===== src/rtl/core_pkg.sv =====
// ============================================================================
// Module      : core_pkg
// Description : Shared widths and writeback request types for the core.
// Revision    : 1.0 - initial release
// ============================================================================
`default_nettype none

package core_pkg;

    localparam int XLEN = 32;
    localparam int AW   = 5;
    localparam int NREG = 32;

    typedef enum logic [1:0] {
        WB_ALU = 2'd0,
        WB_LSU = 2'd1,
        WB_MDU = 2'd2
    } wb_src_e;

    typedef struct packed {
        logic            valid;
        logic [AW-1:0]   rd;
        logic [XLEN-1:0] data;
    } wb_req_t;

endpackage

`default_nettype wire


===== src/rtl/wb_scoreboard.sv =====
// ============================================================================
// Module      : wb_scoreboard
// Description : Per-register pending bits for long-latency destinations,
//               issue acceptance and RAW hazard detection for decode.
// Revision    : 1.0 - initial release
// ============================================================================
`default_nettype none

module wb_scoreboard
    import core_pkg::*;
#(
    parameter int NREG = 32,
    parameter int AW   = 5
) (
    input  logic          clk,
    input  logic          rst,
    input  logic          iss_valid,
    input  logic [AW-1:0] iss_rd,
    output logic          iss_ready,
    input  logic [AW-1:0] rs1_addr,
    input  logic [AW-1:0] rs2_addr,
    input  logic          clr_en,
    input  logic [AW-1:0] clr_addr,
    output logic          hz_stall
);

    logic [NREG-1:0] pending_q;
    logic [NREG-1:0] pending_d;
    logic            set_en;

    assign iss_ready = ~pending_q[iss_rd] | (iss_rd == '0);
    assign set_en    = iss_valid & iss_ready & (iss_rd != '0);

    assign hz_stall = ((rs1_addr != '0) & pending_q[rs1_addr]) |
                      ((rs2_addr != '0) & pending_q[rs2_addr]);

    // Clear is applied before set so a same-edge reissue keeps the bit.
    always_comb begin
        pending_d = pending_q;
        if (clr_en) begin
            pending_d[clr_addr] = 1'b0;
        end
        if (set_en) begin
            pending_d[iss_rd] = 1'b1;
        end
        pending_d[0] = 1'b0;
    end

    always_ff @(posedge clk or posedge rst) begin
        if (rst) begin
            pending_q <= '0;
        end else begin
            pending_q <= pending_d;
        end
    end

endmodule

`default_nettype wire


===== src/rtl/wb_arbiter.sv =====
// ============================================================================
// Module      : wb_arbiter
// Description : Register-file write port owner; arbitrates ALU/LSU/MDU
//               writeback and tracks long-latency pending destinations.
// Revision    : 1.0 - initial release
// ============================================================================
`default_nettype none

module wb_arbiter
    import core_pkg::*;
#(
    parameter int XLEN = 32,
    parameter int NREG = 32,
    parameter int AW   = 5
) (
    input  logic            clk,
    input  logic            rst,
    input  logic            alu_valid,
    output logic            alu_ready,
    input  logic [AW-1:0]   alu_rd,
    input  logic [XLEN-1:0] alu_data,
    input  logic            lsu_valid,
    output logic            lsu_ready,
    input  logic [AW-1:0]   lsu_rd,
    input  logic [XLEN-1:0] lsu_data,
    input  logic            mdu_valid,
    output logic            mdu_ready,
    input  logic [AW-1:0]   mdu_rd,
    input  logic [XLEN-1:0] mdu_data,
    input  logic            iss_valid,
    input  logic [AW-1:0]   iss_rd,
    output logic            iss_ready,
    input  logic [AW-1:0]   rs1_addr,
    input  logic [AW-1:0]   rs2_addr,
    output logic            hz_stall,
    output logic            rd_wren,
    output logic [AW-1:0]   rd_addr,
    output logic [XLEN-1:0] rd_data
);

    wb_req_t alu_req;
    wb_req_t lsu_req;
    wb_req_t mdu_req;
    wb_req_t sel_req;
    wb_src_e sel_src;

    logic            rr_q;
    logic            rr_d;
    logic            wren_q;
    logic            wren_d;
    logic [AW-1:0]   addr_q;
    logic [AW-1:0]   addr_d;
    logic [XLEN-1:0] data_q;
    logic [XLEN-1:0] data_d;
    wb_src_e         src_q;
    wb_src_e         src_d;
    logic            long_wr;

    assign alu_req = {alu_valid, alu_rd, alu_data};
    assign lsu_req = {lsu_valid, lsu_rd, lsu_data};
    assign mdu_req = {mdu_valid, mdu_rd, mdu_data};

    // rr_q = 0 favours LSU on a tie, 1 favours MDU.
    always_comb begin
        sel_req   = '0;
        sel_src   = WB_ALU;
        rr_d      = rr_q;
        lsu_ready = 1'b0;
        mdu_ready = 1'b0;
        alu_ready = ~lsu_valid & ~mdu_valid;
        if (lsu_req.valid && mdu_req.valid) begin
            if (!rr_q) begin
                sel_req   = lsu_req;
                sel_src   = WB_LSU;
                lsu_ready = 1'b1;
            end else begin
                sel_req   = mdu_req;
                sel_src   = WB_MDU;
                mdu_ready = 1'b1;
            end
            rr_d = ~rr_q;
        end else if (lsu_req.valid) begin
            sel_req   = lsu_req;
            sel_src   = WB_LSU;
            lsu_ready = 1'b1;
            rr_d      = 1'b1;
        end else if (mdu_req.valid) begin
            sel_req   = mdu_req;
            sel_src   = WB_MDU;
            mdu_ready = 1'b1;
            rr_d      = 1'b0;
        end else if (alu_req.valid) begin
            sel_req   = alu_req;
            sel_src   = WB_ALU;
        end
    end

    // Writes to x0 are accepted upstream but never reach the register file.
    always_comb begin
        wren_d = 1'b0;
        addr_d = addr_q;
        data_d = data_q;
        src_d  = src_q;
        if (sel_req.valid && (sel_req.rd != '0)) begin
            wren_d = 1'b1;
            addr_d = sel_req.rd;
            data_d = sel_req.data;
            src_d  = sel_src;
        end
    end

    always_ff @(posedge clk or posedge rst) begin
        if (rst) begin
            rr_q   <= 1'b0;
            wren_q <= 1'b0;
            addr_q <= '0;
            data_q <= '0;
            src_q  <= WB_ALU;
        end else begin
            rr_q   <= rr_d;
            wren_q <= wren_d;
            addr_q <= addr_d;
            data_q <= data_d;
            src_q  <= src_d;
        end
    end

    assign rd_wren = wren_q;
    assign rd_addr = addr_q;
    assign rd_data = data_q;
    assign long_wr = wren_q & (src_q != WB_ALU);

    wb_scoreboard #(
        .NREG (NREG),
        .AW   (AW)
    ) u_scoreboard (
        .clk       (clk),
        .rst       (rst),
        .iss_valid (iss_valid),
        .iss_rd    (iss_rd),
        .iss_ready (iss_ready),
        .rs1_addr  (rs1_addr),
        .rs2_addr  (rs2_addr),
        .clr_en    (long_wr),
        .clr_addr  (addr_q),
        .hz_stall  (hz_stall)
    );

endmodule

`default_nettype wire


===== config.mk =====
export PLATFORM = sky130hd
export DESIGN_NAME = wb_arbiter
export DESIGN_NICKNAME = d
export VERILOG_FILES = /design/src/rtl/core_pkg.sv /design/src/rtl/wb_scoreboard.sv /design/src/rtl/wb_arbiter.sv
export SDC_FILE = /design/constraint.sdc
export NUM_CORES = 1
export LEC_CHECK = 0
export BUFFER_PORTS_ARGS = -buffer_cell sky130_fd_sc_hd__clkbuf_2
export CAP_MARGIN = 40
export CORE_MARGIN = 2
export CORE_UTILIZATION = 48
export CTS_CLUSTER_SIZE = 16
export DETAILED_ROUTE_END_ITERATION = 8
export PLACE_DENSITY = 0.76
export RECOVER_POWER = 25
export SETUP_SLACK_MARGIN = 0.15
export SLEW_MARGIN = 25
export SYNTH_ARGS = -nofsm -noshare
export SYNTH_HDL_FRONTEND = slang
export SYNTH_SLANG_ARGS = --single-unit

===== constraint.sdc =====
create_clock -name clk -period 2.1 [get_ports clk]
set_input_delay 0.105 -clock clk [delete_from_list [all_inputs] [get_ports clk]]
set_output_delay 0.105 -clock clk [all_outputs]
set_load 0.03 [all_outputs]

==> impl_metrics.env <==
export IMPL_power_density_nw_per_um2=973.9
export IMPL_outcome="finished, violations left"
export IMPL_port_buffers=174
export IMPL_drcViolationCount=0
export IMPL_num_vias=4048
export IMPL_grt_use_total_pct=28.08
export IMPL_whs_ns=0.03076
export IMPL_synth_area_top_cells="dfrtp_1 44%, mux4_2 12%, mux2i_1 9.3%"
export IMPL_period_minus_slack_ns=2.184
export IMPL_synth_commonest_cells="72 x dfrtp_1, 67 x o21ai_0, 40 x inv_1, 38 x mux2i_1, 33 x a222oi_1"
export IMPL_syn_nets=510
export IMPL_io_pins=175
export IMPL_leakage_uw=0.002745
export IMPL_fin_crit_sh_pct=104.0
export IMPL_n_fill_cell=686
export IMPL_drt_iter0_markers=312
export IMPL_cp_required_ns=2.00
export IMPL_synth_edf_count=0
export IMPL_end_kind="output port"
export IMPL_grt_pass1_vias=3979
export IMPL_syn2layout_area_growth_pct=32.90
export IMPL_start_kind="register"
export IMPL_gp_congestion=0.9427
export IMPL_cp_max_fo=4
export IMPL_final_cell_area_sq_um=5464
export IMPL_hold_viol=0
export IMPL_hold_class="in -> reg"
export IMPL_clock_sinks=72
export IMPL_violations="setup timing"
export IMPL_avgSynthCellArea_sq_um=10.88
export IMPL_seq_area_frac_synth_pct=43.82
export IMPL_async_reset_ff_share_pct=100.0
export IMPL_grt_setup_unrepaired="true"
export IMPL_grt_overflow=0
export IMPL_dpl_hpwl_mm=9.540
export IMPL_synth_most_common_cell="dfrtp_1"
export IMPL_utilization_pct=66.17
export IMPL_h_tree_depth=3
export IMPL_max_slew_margin_pct=33.96
export IMPL_ir_drop_mv=0.3972
export IMPL_cts_buffer_depth=2
export IMPL_arrival_ns=2.08
export IMPL_multi_input_area_sq_um=2101
export IMPL_drive_gt1_share_pct=43.32
export IMPL_timing_fmax_mhz=457.8
export IMPL_drv_slew=0
export IMPL_firstDrtPassIters=8
export IMPL_ys_ff_latch=72
export IMPL_ant_nets=0
export IMPL_yosys_area_top_type="dfrtp_1"
export IMPL_start_util_pct=49.79
export IMPL_placed_area_sq_um=5106
export IMPL_setup_viol=1
export IMPL_skew_ns=0.009758
export IMPL_regArea_sq_um=1802
export IMPL_synthCells=378
export IMPL_tightest_slew_ns=0.9906
export IMPL_clk_latency_ns=0.34
export IMPL_totalPowerFinal_uw=5321
export IMPL_worst_slack_ns=-0.08446
export IMPL_maxCapViolCount=0
export IMPL_wl_per_cell_um=19.49
export IMPL_ys_flop_type="dfrtp_1"
export IMPL_totalWireLength_mm=12.98
export IMPL_grt_pass1_wl_mm=19.74
export IMPL_cts_root_buf="clkbuf_8"
export IMPL_cts_tree="yes"
export IMPL_die_height_um=96.55
export IMPL_yosys_cell_types_count=35
export IMPL_ys_warnings_count=0
export IMPL_antenna_found_initial=0
export IMPL_nNetsFinal=688
export IMPL_fp_coreArea_sq_um=8258
export IMPL_cts_buffers=9
export IMPL_dieWidth_um=96.55
export IMPL_crit_type="reg -> out"
export IMPL_clk_pin_slew_ns=0.08
export IMPL_antenna_cells=0
export IMPL_synth_top_area_share_pct=43.82
export IMPL_dieArea_sq_um=9322
export IMPL_syn_area_sq_um=4111
export IMPL_rows=33
export IMPL_avgViaCountPerCell=6.078
export IMPL_grt_max_degree=73
sequential cells by signal, summed over array words and instances (netlist names):
signal	count
rd_wren	1
u_scoreboard.pending_q	31
rr_q	1
rd_addr	5
rd_data	32
src_q	2
area by class of cell:
type,count,share of cell area (%)
clock buffers,11,2.588
clock inverters,5,1.030
inverters,40,2.748
multi-input cells,239,38.45
flip-flops and latches,72,32.97
well taps,105,2.404
repair buffers,194,19.81
report_power, final:
group	switching, uW	total [uW]	internal [uW]
clock	510	1090	579
sequential	397	2190	1800
combinational	1020	2040	1010
total	1930	5320	3390
placed cells by master, fill, tap and decap left out, types with 2 or more instances in the layout:
master and n:
nor3_1 2, nand3_1 8, nor2_1 7, o21ai_0 57, a222oi_1 33, mux2i_1 38
clkbuf_1 2, nand3b_1 3, clkinv_2 2, inv_1 38, mux2_1 2, buf_6 3
nand2_1 13, a21o_1 2, a22o_1 4, buf_4 14, o21bai_1 2, o21ai_1 10
mux2_2 4, or3_1 3, mux4_2 22, dfrtp_1 72, o41ai_1 2, clkbuf_8 11
clkbuf_2 171, nor3b_1 3, nand4b_1 4, a21oi_1 6, nand4_1 2
through the flow:
stage               setup WS [ns]  instances  setup TNS, ns
finish                   -0.08446        666       -0.08446
global route              -0.1728        666        -0.2246
CTS                      -0.09713        660       -0.09713
detailed placement        0.05611        638              0
global placement           0.2037        638              0
floorplan                  0.1701        378              0
timing repair:
item,in CTS,in global routing
pin swaps,2,11
gates resized for setup,9,17
setup endpoints to repair,38,42
cloned,0,1
endpoints found under the hold margin,72,0
hold buffers,1,0
buffers inserted,5,5
worst paths after layout:
| check | startpoint | end | slack (ns) | cells past startpoint |
|---|---|---|---|---|
| min reg2reg | src_q[1]$_DFFE_PP0P_ | src_q[1]$_DFFE_PP0P_ | 0.49 | 1 |
| max | u_scoreboard.pending_q[26]$_DFF_PP0_ | hz_stall | -0.08 | 7 |
| min | mdu_rd[3] | rd_addr[3]$_DFFE_PP0P_ | 0.03 | 3 |
| max reg2reg | rr_q$_DFFE_PP0P_ | rd_data[15]$_DFFE_PP0P_ | 0.19 | 7 |
| min in group asynchronous | rst | u_scoreboard.pending_q[28]$_DFF_PP0_ | 0.61 | 4 |
| max in group asynchronous | rst | u_scoreboard.pending_q[15]$_DFF_PP0_ | 0.84 | 4 |
metal layers:
| metal | global-route usage [%] | wire length (um) | up-vias |
|---|---|---|---|
| li1 | - | - | 1823 |
| met1 | 37.45 | 4895 | 1967 |
| met2 | 46.18 | 6741 | 235 |
| met3 | 5.508 | 1070 | 23 |
| met4 | 9.507 | 272 | 0 |
| met5 | 0 | 0 | - |
worst max-delay path, stage by stage, from the launching register on:
cell	delay (ns)
dfrtp_1	0.42
mux4_2	0.48
mux2_2	0.28
nor3b_2	0.16
a31oi_1	0.06
o21ai_1	0.08
nand3_1	0.10
clkbuf_8	0.17
logic make-up (layout without fill, tap and decap cells):
| family | after synthesis | in the layout | synth area share [%] |
|---|---|---|---|
| compound gates | 119 | 119 | 19.48 |
| flops | 72 | 72 | 43.82 |
| mux | 66 | 66 | 22.95 |
| buf+inv | 67 | 250 | 6.330 |
| simple gates | 54 | 54 | 7.426 |
No activity file was read; power rests on OpenSTA's default activity.
